## src/rtl/serial_subtractor.sv

```systemverilog
// Bit-serial subtractor: computes a - b - bin one bit per clock, LSB first,
// with one full-subtractor cell and a registered borrow; start/busy/done handshake.
module serial_subtractor #(
    parameter int WIDTH = 8
) (
    input  logic             clk,
    input  logic             rst_n,
    input  logic             start,
    input  logic [WIDTH-1:0] a,
    input  logic [WIDTH-1:0] b,
    input  logic             bin,
    output logic             busy,
    output logic             done,
    output logic [WIDTH-1:0] diff,
    output logic             bout
);

    localparam int CNT_W = (WIDTH > 2) ? $clog2(WIDTH) : 1;
    localparam logic [CNT_W-1:0] LAST_BIT = CNT_W'(WIDTH - 1);

    typedef enum logic [1:0] {
        IDLE = 2'd0,
        RUN  = 2'd1,
        DONE = 2'd2
    } state_t;

    state_t             state_q, state_d;
    logic [WIDTH-1:0]   a_q, a_d;
    logic [WIDTH-1:0]   b_q, b_d;
    logic [WIDTH-1:0]   res_q, res_d;
    logic               br_q, br_d;
    logic [CNT_W-1:0]   cnt_q, cnt_d;
    logic [WIDTH-1:0]   diff_q, diff_d;
    logic               bout_q, bout_d;

    logic               d_bit;
    logic               br_nxt;
    logic [WIDTH-1:0]   res_shift;

    // Single full-subtractor cell on the current LSBs and the borrow register
    assign d_bit     = a_q[0] ^ b_q[0] ^ br_q;
    assign br_nxt    = (~a_q[0] & b_q[0]) | (~a_q[0] & br_q) | (b_q[0] & br_q);
    assign res_shift = {d_bit, res_q[WIDTH-1:1]};

    always_comb begin
        state_d = state_q;
        a_d     = a_q;
        b_d     = b_q;
        res_d   = res_q;
        br_d    = br_q;
        cnt_d   = cnt_q;
        diff_d  = diff_q;
        bout_d  = bout_q;

        unique case (state_q)
            IDLE, DONE: begin
                if (start) begin
                    a_d     = a;
                    b_d     = b;
                    res_d   = '0;
                    br_d    = bin;
                    cnt_d   = '0;
                    state_d = RUN;
                end else begin
                    state_d = IDLE;
                end
            end
            RUN: begin
                a_d   = a_q >> 1;
                b_d   = b_q >> 1;
                res_d = res_shift;
                br_d  = br_nxt;
                cnt_d = cnt_q + 1'b1;
                // Publish on the final bit so the result is visible during the done cycle
                if (cnt_q == LAST_BIT) begin
                    diff_d  = res_shift;
                    bout_d  = br_nxt;
                    state_d = DONE;
                end
            end
            default: state_d = IDLE;
        endcase
    end

    always_ff @(posedge clk) begin
        if (!rst_n) begin
            state_q <= IDLE;
            a_q     <= '0;
            b_q     <= '0;
            res_q   <= '0;
            br_q    <= 1'b0;
            cnt_q   <= '0;
            diff_q  <= '0;
            bout_q  <= 1'b0;
        end else begin
            state_q <= state_d;
            a_q     <= a_d;
            b_q     <= b_d;
            res_q   <= res_d;
            br_q    <= br_d;
            cnt_q   <= cnt_d;
            diff_q  <= diff_d;
            bout_q  <= bout_d;
        end
    end

    assign busy = (state_q == RUN);
    assign done = (state_q == DONE);
    assign diff = diff_q;
    assign bout = bout_q;

endmodule
```

## config.mk

```make
export PLATFORM = sky130hd
export DESIGN_NAME = serial_subtractor
export DESIGN_NICKNAME = d
export VERILOG_FILES = /design/src/rtl/serial_subtractor.sv
export SDC_FILE = /design/constraint.sdc
export NUM_CORES = 1
export LEC_CHECK = 0
export ABC_AREA = 1
export BUFFER_PORTS_ARGS = -buffer_cell sky130_fd_sc_hd__buf_2
export CORE_MARGIN = 2
export CORE_UTILIZATION = 30
export DETAILED_ROUTE_END_ITERATION = 16
export GPL_ROUTABILITY_DRIVEN = 0
export PLACE_DENSITY = 0.46
export SLEW_MARGIN = 25
export SYNTH_ARGS = -nofsm -noshare
export SYNTH_HDL_FRONTEND = slang
export SYNTH_SLANG_ARGS = --single-unit
```

## constraint.sdc

```tcl
create_clock -name clk -period 1.65 [get_ports clk]
set_clock_uncertainty 0.2 [all_clocks]
set_input_delay 0.2475 -clock clk [delete_from_list [all_inputs] [get_ports clk]]
set_output_delay 0.2475 -clock clk [all_outputs]
set_load 0.01 [all_outputs]
```

Yosys cells after proc, flatten, opt, wreduce, memory -nomap -nowiden

Index checks and enable logic that the tools add are counted.

Add/subtract/negate cells: 1
Multipliers: 0
Divide/modulo/power cells: 0
$lt $le $gt $ge: 0
Equal/unequal tests: 5
Shift-type cells: 0
Mux-type cells: 13
Bitwise gates (word level): 8
Reductions and logical operators: 5

Operators with widths:

| cell                  | count |
|---|---|
| $pmux W8 S2           | 3 |
| $mux W8               | 3 |
| $pmux W3 S2           | 1 |
| $pmux W2 S2           | 1 |
| $reduce_and A2 Y1     | 2 |
| $add A3 B1 Y3 const B | 1 |
| $and A1 B1 Y1         | 3 |
| $eq A3 B3 Y1 const B  | 1 |
| $mux W3               | 1 |
| $eq A2 B1 Y1 const B  | 1 |
| $eq A2 B2 Y1 const B  | 1 |
| $logic_not A2 Y1      | 1 |
| $mux W1               | 2 |
| $mux W2               | 1 |
| $ne A2 B1 Y1 const B  | 1 |
| $ne A2 B2 Y1 const B  | 1 |
| $or A1 B1 Y1          | 2 |
| $pmux W1 S2           | 1 |
| $reduce_bool A2 Y1    | 1 |
| $reduce_or A2 Y1      | 1 |
| $xor A1 B1 Y1         | 2 |
| $not A1 Y1            | 1 |

Bits in registers: 39
Latch bits: 0
Memory bits (writable): 0
ROM bits: 0
Input port bits: 20
Output and inout bits: 11
Logic and storage cells: 40
Memories kept: 0

Logic depth before layout (Yosys ltp)

Gate-level depths: netlist of run 1.

Word-level depth: 5
Gate-level depth with buffers: 7
Mapped depth without buffers: 6

Least setup slack after synthesis of run 1

OpenSTA, ideal clock, no wires.

Kind: register to register
Start: reg a_q[0]
End: reg res_q[7]
Library setup time: 0.125 ns
Arrival: 1.024 ns
Data required time: 1.325 ns
Path slack: 0.301 ns
Stages on the path, launching flop included: 6
Buffers on the path: 0
Period minus slack after synthesis: 1.349 ns
Cell sequence: dfxtp_1 > inv_1 > fa_1 > inv_1 > nand2_1 > a21oi_2

Word-level cells in the longest chain between the ends: 3

RTL lines:

| what                        | line | RTL |
|---|---|---|
| start: declaration          | 28   | `logic [WIDTH-1:0] a_q, a_d;` |
| start signal: assignment    | 88   | `a_q <= '0;` |
| start signal: assignment    | 97   | `a_q <= a_d;` |
| $xor A1 B1 Y1 (2 in series) | 41   | `assign d_bit = a_q[0] ^ b_q[0] ^ br_q;` |
| $pmux W8 S2                 | 55   | `unique case (state_q)` |
| end signal: assignment      | 99   | `res_q <= res_d;` |
| end: declaration            | 30   | `logic [WIDTH-1:0] res_q, res_d;` |

No other way between the ends.
A chain may end at the register's enable or synchronous reset.

Final worst setup path of run 1

Start: reg state_q[0]
End: out done

Word-level cells in the longest chain between the ends: 1

RTL lines:

| what                     | line | RTL |
|---|---|---|
| start: declaration       | 27   | `state_t state_q, state_d;` |
| start signal: assignment | 96   | `state_q <= state_d;` |
| $eq A2 B2 Y1             | 108  | `assign done = (state_q == DONE);` |
| end: declaration         | 13   | `output logic done,` |

No other way between the ends.

==> results of run 1 <==
==> placed cells by master (no fill, tap or decap) <==
cell           Yosys  final
nand3_1           29     29
nor2_1             9      9
inv_2              1      1
nand2_4            1      1
nand2_1           58     58
nand2_2            2      2
inv_1             25     25
dlygate4sd3_1      0     13
clkinv_2           0      2
a21oi_2           10     10
fa_1               1      1
o21ai_0            2      2
nor2_8             1      1
clkbuf_8           0      5
inv_4              2      2
buf_12             1      2
a21oi_1            4      4
nand3_2           20     20
nor2_2             8      8
buf_4              2     11
ha_1               2      2
nand2_8            1      1
buf_6              6      1
nor3_1            14     14
buf_2              4     30
dfxtp_2            0      1
nand3b_1           2      2
clkinv_1           8      8
dfxtp_1           38     37
==> kinds of logic (layout without fill, tap and decap cells) <==
kind of cell | Yosys count | count (layout) | share of synthesized area [%]
AO/OA/AOI/OAI | 16 | 16 | 5.88
adder cells (fa/ha/maj) | 3 | 3 | 2.25
buffers and inverters | 51 | 100 | 14.1
flip-flops | 38 | 38 | 38.0
AND/OR/NAND/NOR | 145 | 145 | 39.8
==> timing repair <==
item / 4_1_cts / 5_1_grt
gates resized for setup: 0 / 2
hold buffers: 13 / 0
buffers inserted: 0 / 4
setup endpoints to repair: 0 / 2
hold endpoints to repair: 13 / 0
==> how the worst min path moves through the flow <==
stage | startpoint | end | slack [ns] | depth (start not counted)
finish | a[7] | a_q[7]$_SDFFE_PN0P_ | 0.01 | 3
global route | a[7] | a_q[7]$_SDFFE_PN0P_ | 0.01 | 3
CTS | b[0] | b_q[0]$_SDFFE_PN0P_ | 0.006 | 3
detailed placement | diff[5]$_SDFFE_PN0P_ | diff[5]$_SDFFE_PN0P_ | 0.26 | 2
global placement | diff[3]$_SDFFE_PN0P_ | diff[3]$_SDFFE_PN0P_ | 0.26 | 2
floorplan | a[4] | a_q[4]$_SDFFE_PN0P_ | 0.19 | 2
==> through the flow <==
step	hold slack (ns)	cell area [sq um]	setup slack, ns	cells
after global routing	0.0122	2450	0.0381	379
after CTS	0.00579	2410	0.00968	375
after floorplan	0.188	2000	0.301	253
after global placement	0.258	2210	0.196	355
final	0.00984	2450	0.0928	379
after detailed placement	0.258	2210	0.205	355
==> cell type report <==
cell class,instances,area (sq um),area share (%)
clock buffers,5,68.8,2.81
well taps,77,96.3,3.93
multi-input cells,164,958,39.1
inverters,36,140,5.72
clock inverters,2,10.0,0.409
flip-flops and latches,38,762,31.1
repair buffers,57,414,16.9
==> power breakdown <==
| part | switching [mW] | internal [mW] |
|---|---|---|
| registers | 0.0225 | 0.968 |
| clock network | 0.351 | 0.285 |
| logic | 0.231 | 0.181 |
==> registers in the layout (all words and copies together) (netlist names) <==
signal,cells
a_q,8
b_q,8
bout,1
br_q,1
cnt_q,3
diff,8
res_q,7
state_q,2
==> routing by layer <==
metal / GRT usage (%) / wire length, um / vias to the layer above
met5: 0 / 0 / -
met4: 3.90 / 53 / 0
met3: 2.98 / 156 / 7
met2: 20.7 / 1980 / 24
met1: 16.1 / 2160 / 740
li1: - / - / 896
==> cell usage after synthesis (2+ instances only) <==
master	instances	share of area [%]
nand2_1	58	11
dfxtp_1	38	38
nand3_1	29	7.3
inv_1	25	4.7
nand3_2	20	10
nor3_1	14	3.5
a21oi_2	10	4.4
nor2_1	9	1.7
clkinv_1	8	1.5
nor2_2	8	2.5
buf_6	6	3.4
a21oi_1	4	1.0
buf_2	4	1.0
buf_4	2	0.75
ha_1	2	1.3
inv_4	2	0.63
nand2_2	2	0.63
nand3b_1	2	0.75
o21ai_0	2	0.50
==> critical path: stages, from the launching register on <==
cell and delay [ns]:
dfxtp_1 0.42, buf_6 0.20, nor2_1 0.06, buf_2 0.14
==> results.sh, run 1 <==
export IMPL_grt_pass1_vias=1577
export IMPL_ys_flop_type="dfxtp_1"
export IMPL_arrival_ns=1.11
export IMPL_clk_latency_ns=0.29
export IMPL_finalPower_mw=2.04
export IMPL_hpwl_mm=2.96
export IMPL_io_pins=31
export IMPL_power_density_nw_per_um2=832
export IMPL_fin_util_pct=38.4
export IMPL_synth_nets=276
export IMPL_initial_core_util_pct=31.3
export IMPL_htreeDepth=2
export IMPL_post_route_drc_count=0
export IMPL_startpoint="state_q[0]$_SDFFE_PN0P_"
export IMPL_grt_max_degree=29
export IMPL_row_count=29
export IMPL_grt_overflow=0
export IMPL_period_needed_ns=1.56
export IMPL_port_buffers=30
export IMPL_routed_wl_mm=4.35
export IMPL_clkSinkCount=38
export IMPL_yosysSeqAreaShare_pct=38.0
export IMPL_die_height_um=85.7
export IMPL_period_share_pct=94.4
export IMPL_wl_per_cell_um=11.5
export IMPL_ys_seq_elements=38
export IMPL_drt_iter0_markers=40
export IMPL_vias=1667
export IMPL_setup_viol=0
export IMPL_leakage_nw=1.12
export IMPL_outcome="finished clean"
export IMPL_slew_viol_final=0
export IMPL_worst_pin_slew_ns=0.267
export IMPL_cts_tree="yes"
export IMPL_synth_edf_count=0
export IMPL_cts_made_buffers=5
export IMPL_r2r_slack_ns=0.17
export IMPL_die_w_um=85.7
export IMPL_first_pass_iters=4
export IMPL_max_freq_mhz=642
export IMPL_core_sq_um=6390
export IMPL_synthArstFlopShare_pct=0
export IMPL_fillers=683
export IMPL_ys_warn_count=0
export IMPL_ff2ff_path_depth=6
export IMPL_syn_inst=253
export IMPL_grt_pass1_wl_mm=7.36
export IMPL_endpoint_kind="output port"
export IMPL_clk_pin_slew_ns=0.08
export IMPL_final_hold_viol_count=0
export IMPL_drive_gt1_share_pct=32.5
export IMPL_cap_violations=0
export IMPL_antenna_cells=0
export IMPL_hp_class="primary input to flop"
export IMPL_avgSynthCellArea_sq_um=7.91
export IMPL_synthesis_area_sq_um=2000
export IMPL_rr_startpoint="state_q[0]$_SDFFE_PN0P_"
export IMPL_clk_path_buf_depth=2
export IMPL_rsz0062_at_grt="no"
export IMPL_crit_required_ns=1.20
export IMPL_die_area_sq_um=7340
export IMPL_syn_to_final_growth_pct=22.5
export IMPL_crit_fanout=9
export IMPL_track_usage_pct=12.5
export IMPL_clockRootBuffer="clkbuf_8"
export IMPL_max_slew_margin_pct=82.2
export IMPL_ir_drop_mv=0.459
export IMPL_crit_end="done"
export IMPL_viasPerCell=4.40
export IMPL_crit_type="flop to output port"
export IMPL_critPathLaunchType="flop"
export IMPL_antenna_found_initial=0
export IMPL_tns_ns=0
export IMPL_yosysUniqueCellTypes=27
export IMPL_r2r_end="cnt_q[0]$_SDFFE_PN0P_"
export IMPL_finalNetCount=325
export IMPL_postRouteAntennaNets=0
(Power assumes the default switching activity.)
==> inputs of run 2 (changes only) <==
==> constraint.sdc (replaced) <==
create_clock -name clk -period 1.77 [get_ports clk]
set_clock_uncertainty 0.2 [all_clocks]
set_input_delay 0.2655 -clock clk [delete_from_list [all_inputs] [get_ports clk]]
set_output_delay 0.2655 -clock clk [all_outputs]
set_load 0.01 [all_outputs]
==> results.sh, run 2 (synthesis gave the netlist of run 1 again) <==
export IMPL_port_buffers=30
export IMPL_crit_required_ns=1.30
export IMPL_clkSinkCount=38
export IMPL_core_sq_um=6390
export IMPL_syn_to_final_growth_pct=17.6
export IMPL_crit_fanout=13
export IMPL_grt_overflow=0
export IMPL_drt_iter0_markers=35
export IMPL_max_slew_margin_pct=61.5
export IMPL_final_hold_viol_count=0
export IMPL_clk_path_buf_depth=2
export IMPL_multi_input_area_sq_um=958
export IMPL_row_count=29
export IMPL_clk_pin_slew_ns=0.09
export IMPL_slowest_delay_ns=0.42
export IMPL_die_height_um=85.7
export IMPL_cp_top_family="flip-flops"
export IMPL_die_w_um=85.7
export IMPL_hpwl_mm=2.94
export IMPL_layout_commonest_cell="nand2_1"
export IMPL_leakage_nw=1.07
export IMPL_path_cells="inv_4, nor2_8, buf_2"
export IMPL_clockRootBuffer="clkbuf_8"
export IMPL_crit_slowest_cell="dfxtp_1"
export IMPL_track_usage_pct=12.7
export IMPL_postRouteAntennaNets=0
export IMPL_outcome="finished clean"
export IMPL_io_pins=31
export IMPL_finalNetCount=308
export IMPL_max_freq_mhz=601
export IMPL_clk_latency_ns=0.30
export IMPL_period_needed_ns=1.66
export IMPL_cts_tree="yes"
export IMPL_endpoint_kind="output port"
export IMPL_seq_area_sq_um=762
export IMPL_worst_pin_slew_ns=0.577
export IMPL_htreeDepth=2
export IMPL_dp_cells=352
export IMPL_ir_drop_mv=0.428
export IMPL_first_pass_iters=4
export IMPL_period_share_pct=94.0
export IMPL_hp_class="primary input to flop"
export IMPL_antenna_found_initial=0
export IMPL_rsz0062_at_grt="no"
export IMPL_setup_viol=0
export IMPL_wl_met3_um=180
export IMPL_post_route_drc_count=0
export IMPL_arrival_ns=1.20
export IMPL_routed_wl_mm=4.31
export IMPL_crit_type="flop to output port"
export IMPL_rr_startpoint="a_q[0]$_SDFFE_PN0P_"
export IMPL_cp_num_buf_inv=2
export IMPL_drive_gt1_share_pct=32.2
export IMPL_initial_core_util_pct=31.3
export IMPL_top_layer="met4"
export IMPL_startpoint="state_q[0]$_SDFFE_PN0P_"
export IMPL_final_cell_mix="58 x nand2_1, 37 x dfxtp_1, 30 x buf_2, 29 x nand3_1, 25 x inv_1"
export IMPL_die_area_sq_um=7340
export IMPL_vias=1617
export IMPL_cap_violations=0
export IMPL_fillers=706
export IMPL_grt_pass1_vias=1532
export IMPL_antenna_cells=0
export IMPL_power_density_nw_per_um2=925
export IMPL_hold_start="a[1]"
export IMPL_route_met2_wl_mm=1.94
export IMPL_tns_ns=0
export IMPL_slew_viol_final=0
export IMPL_fin_cells=363
export IMPL_grt_pass1_wl_mm=7.33
export IMPL_critPathLaunchType="flop"
export IMPL_wl_met1_mm=2.13
export IMPL_wl_per_cell_um=11.9
export IMPL_grt_max_degree=29
export IMPL_cts_made_buffers=5
export IMPL_viasPerCell=4.45
run 2: cell types whose count changed in the layout (fill, tap and decap cells not counted):
cell,change
dlygate4sd3_1,-10
buf_6,-1
bufinv_16,+2
clkinv_4,+1
buf_4,-6
clkinv_2,-2
run 2: path summary, 6_finish.rpt:
kind | endpoint | slack (ns) | cells past startpoint
worst max-delay path | busy | 0.11 | 3
worst max register to register | res_q[7]$_SDFFE_PN0P_ | 0.33 | 5
worst min register to register | cnt_q[0]$_SDFFE_PN0P_ | 0.26 | 1
worst min-delay path | a_q[1]$_SDFFE_PN0P_ | 0.01 | 3
run 2: layer usage:
metal,GRT usage (%),vias up
li1,-,869
met1,16.0,721
met2,20.5,22
met3,3.75,5
met4,4.76,0
met5,0,-
run 2: per-stage QoR:
stage                     utilization (%)  hold WS, ns  worst slack (ns)  power [mW]  instance area [sq um]
after floorplan                         -        0.206             0.421        1.22                   2000
after global routing                 36.8      0.00434            0.0315        2.30                   2350
final                                36.8       0.0124             0.106        2.18                   2350
after global placement               34.2        0.250             0.314        1.30                   2180
after CTS                            36.8      0.00231            0.0774        2.22                   2350
after detailed placement             34.2        0.247             0.312        1.30                   2180
run 2: final cells by class:
class,instances,area share (%)
multi-input cells,164,40.7
flip-flops and latches,38,32.4
repair buffers,40,11.0
inverters,36,5.96
well taps,77,4.10
clock buffers,5,2.93
clock inverters,3,2.93
run 2: worst min-delay path, delay by kind of cell:
kind | cells | cell delay [ns]
buf+inv | 1 | 0.08
simple gates | 2 | 0.13
run 2: where the power goes:
part | switching (mW) | leakage (nW) | total [mW] | internal, mW
combinational | 0.211 | 0.687 | 0.352 | 0.140
sequential | 0.0210 | 0.311 | 0.924 | 0.903
clock | 0.335 | 0.0683 | 0.900 | 0.565
total | 0.568 | 1.07 | 2.18 | 1.61
run 2: timing repair:
item                                    4_1_cts  5_1_grt
gates resized for setup                       0        1
hold buffers                                  3        0
setup buffers                                 0        0
endpoints found under the setup margin        0        1
hold endpoints to repair                      3        0
==> inputs of run 3 (changes only) <==
--- a/config.mk
+++ b/config.mk
@@ -6,7 +6,8 @@
 export NUM_CORES = 1
 export LEC_CHECK = 0
 export ABC_AREA = 1
-export BUFFER_PORTS_ARGS = -buffer_cell sky130_fd_sc_hd__buf_2
+export BUFFER_PORTS_ARGS = -buffer_cell sky130_fd_sc_hd__buf_4
+export CORE_ASPECT_RATIO = 1.75
 export CORE_MARGIN = 2
 export CORE_UTILIZATION = 30
 export DETAILED_ROUTE_END_ITERATION = 16
==> constraint.sdc (replaced) <==
create_clock -name clk -period 1.82 [get_ports clk]
set_clock_uncertainty 0.2 [all_clocks]
set_input_delay 0.273 -clock clk [delete_from_list [all_inputs] [get_ports clk]]
set_output_delay 0.273 -clock clk [all_outputs]
set_load 0.01 [all_outputs]
==> results.sh, run 3 (synthesis gave the netlist of run 1 again) <==
export IMPL_crit_required_ns=1.35
export IMPL_clk_path_buf_depth=2
export IMPL_cts_resized=0
export IMPL_antenna_cells=0
export IMPL_final_hold_viol_count=0
export IMPL_endpoint_kind="output port"
export IMPL_grt_max_degree=29
export IMPL_arrival_ns=1.24
export IMPL_period_needed_ns=1.72
export IMPL_drt_iter0_markers=43
export IMPL_cp_num_buf_inv=2
export IMPL_cts_made_buffers=5
export IMPL_die_height_um=112
export IMPL_grt_pass1_vias=1669
export IMPL_die_area_sq_um=7360
export IMPL_outcome="finished clean"
export IMPL_max_freq_mhz=583
export IMPL_viasPerCell=4.58
export IMPL_post_route_drc_count=0
export IMPL_clk_latency_ns=0.28
export IMPL_crit_slowest_cell="dfxtp_1"
export IMPL_cp_top_family="flip-flops"
export IMPL_slew_viol_final=0
export IMPL_finalNetCount=303
export IMPL_antenna_found_initial=0
export IMPL_first_pass_iters=4
export IMPL_critPathLaunchType="flop"
export IMPL_finalPower_mw=2.11
export IMPL_cap_violations=0
export IMPL_hp_class="primary input to flop"
export IMPL_clockRootBuffer="clkbuf_16"
export IMPL_placed_area_sq_um=2220
export IMPL_fin_area_sq_um=2370
export IMPL_cts_setup_buffers=0
export IMPL_vias=1661
export IMPL_syn_to_final_growth_pct=18.6
export IMPL_io_pins=31
export IMPL_port_buffers=30
export IMPL_drive_gt1_share_pct=31.3
export IMPL_cts_tree="yes"
export IMPL_wl_per_cell_um=12.3
export IMPL_clk_pin_slew_ns=0.06
export IMPL_track_usage_pct=13.5
export IMPL_power_density_nw_per_um2=889
export IMPL_hpwl_mm=3.06
export IMPL_clkSinkCount=38
export IMPL_hold_worst_slack_ns=0.0239
export IMPL_postRouteAntennaNets=0
export IMPL_core_sq_um=6490
export IMPL_grt_overflow=0
export IMPL_setup_viol=0
export IMPL_postCtsHoldBufs=0
export IMPL_tns_ns=0
export IMPL_max_slew_margin_pct=62.7
export IMPL_worst_pin_slew_ns=0.559
export IMPL_routed_wl_mm=4.45
export IMPL_layout_commonest_cell="nand2_1"
export IMPL_htreeDepth=2
export IMPL_ir_drop_mv=0.462
export IMPL_period_share_pct=94.3
export IMPL_crit_fanout=17
export IMPL_die_w_um=65.7
export IMPL_grt_pass1_wl_mm=7.70
export IMPL_row_count=39
export IMPL_initial_core_util_pct=30.8
export IMPL_rsz0062_at_grt="no"
export IMPL_crit_type="flop to output port"
export IMPL_path_cells="inv_4, nor2_1, buf_4"
export IMPL_leakage_nw=1.06
export IMPL_final_cell_mix="58 x nand2_1, 38 x dfxtp_1, 35 x buf_4, 29 x nand3_1, 25 x inv_1"
export IMPL_slowest_delay_ns=0.47
-- run 3: changes by cell type in the layout (fill, tap and decap cells not counted), moves of 2 or more --
cell	change
buf_2	-30
buf_4	+30
clkbuf_16	+5
clkbuf_8	-4
dlygate4sd3_1	-3
buf_12	-2
bufinv_16	-2
-- run 3: routing by layer --
metal	vias up	GRT usage, %	wire, um
li1	851	-	-
met1	781	14.1	1800
met2	22	24.8	2440
met3	7	2.91	142
met4	0	5.97	77
met5	-	0	0
-- run 3: layout make-up --
type,count,area [sq um]
Clock buffer,7,143
Fill cell,699,4120
Multi-Input combinational cell,164,958
Inverter,36,140
Clock inverter,1,5.00
Timing Repair Buffer,35,263
Sequential cell,38,761
Tap cell,82,103
-- run 3: power breakdown --
part / switching [mW] / internal [mW]
Clock: 0.332 / 0.543
Sequential: 0.0189 / 0.879
Combinational: 0.204 / 0.131
Total: 0.554 / 1.55
-- run 3: worst reg2reg max path, cell delays in order, from the launching register on --
cell and delay (ns):
dfxtp_1 0.37, buf_4 0.30, nand2_8 0.20, nand2_1 0.16, inv_1 0.06, nor2_1 0.10
nor2_1 0.04
-- run 3: worst paths after layout --
check | slack (ns) | end | startpoint | cells past startpoint
max | 0.10 | done | state_q[1]$_SDFFE_PN0P_ | 3
min | 0.02 | b_q[6]$_SDFFE_PN0P_ | b[6] | 3
max reg2reg | 0.29 | br_q$_SDFFE_PN0P_ | state_q[0]$_SDFFE_PN0P_ | 6
min reg2reg | 0.25 | cnt_q[0]$_SDFFE_PN0P_ | cnt_q[0]$_SDFFE_PN0P_ | 1
-- run 3: stage by stage --
step | util [%] | setup WS [ns] | cells
floorplan | - | 0.470 | 253
global placement | 34.3 | 0.329 | 355
detailed placement | 34.3 | 0.315 | 355
CTS | 36.6 | 0.0969 | 363
global route | 36.6 | 0.0325 | 363
finish | 36.6 | 0.104 | 363
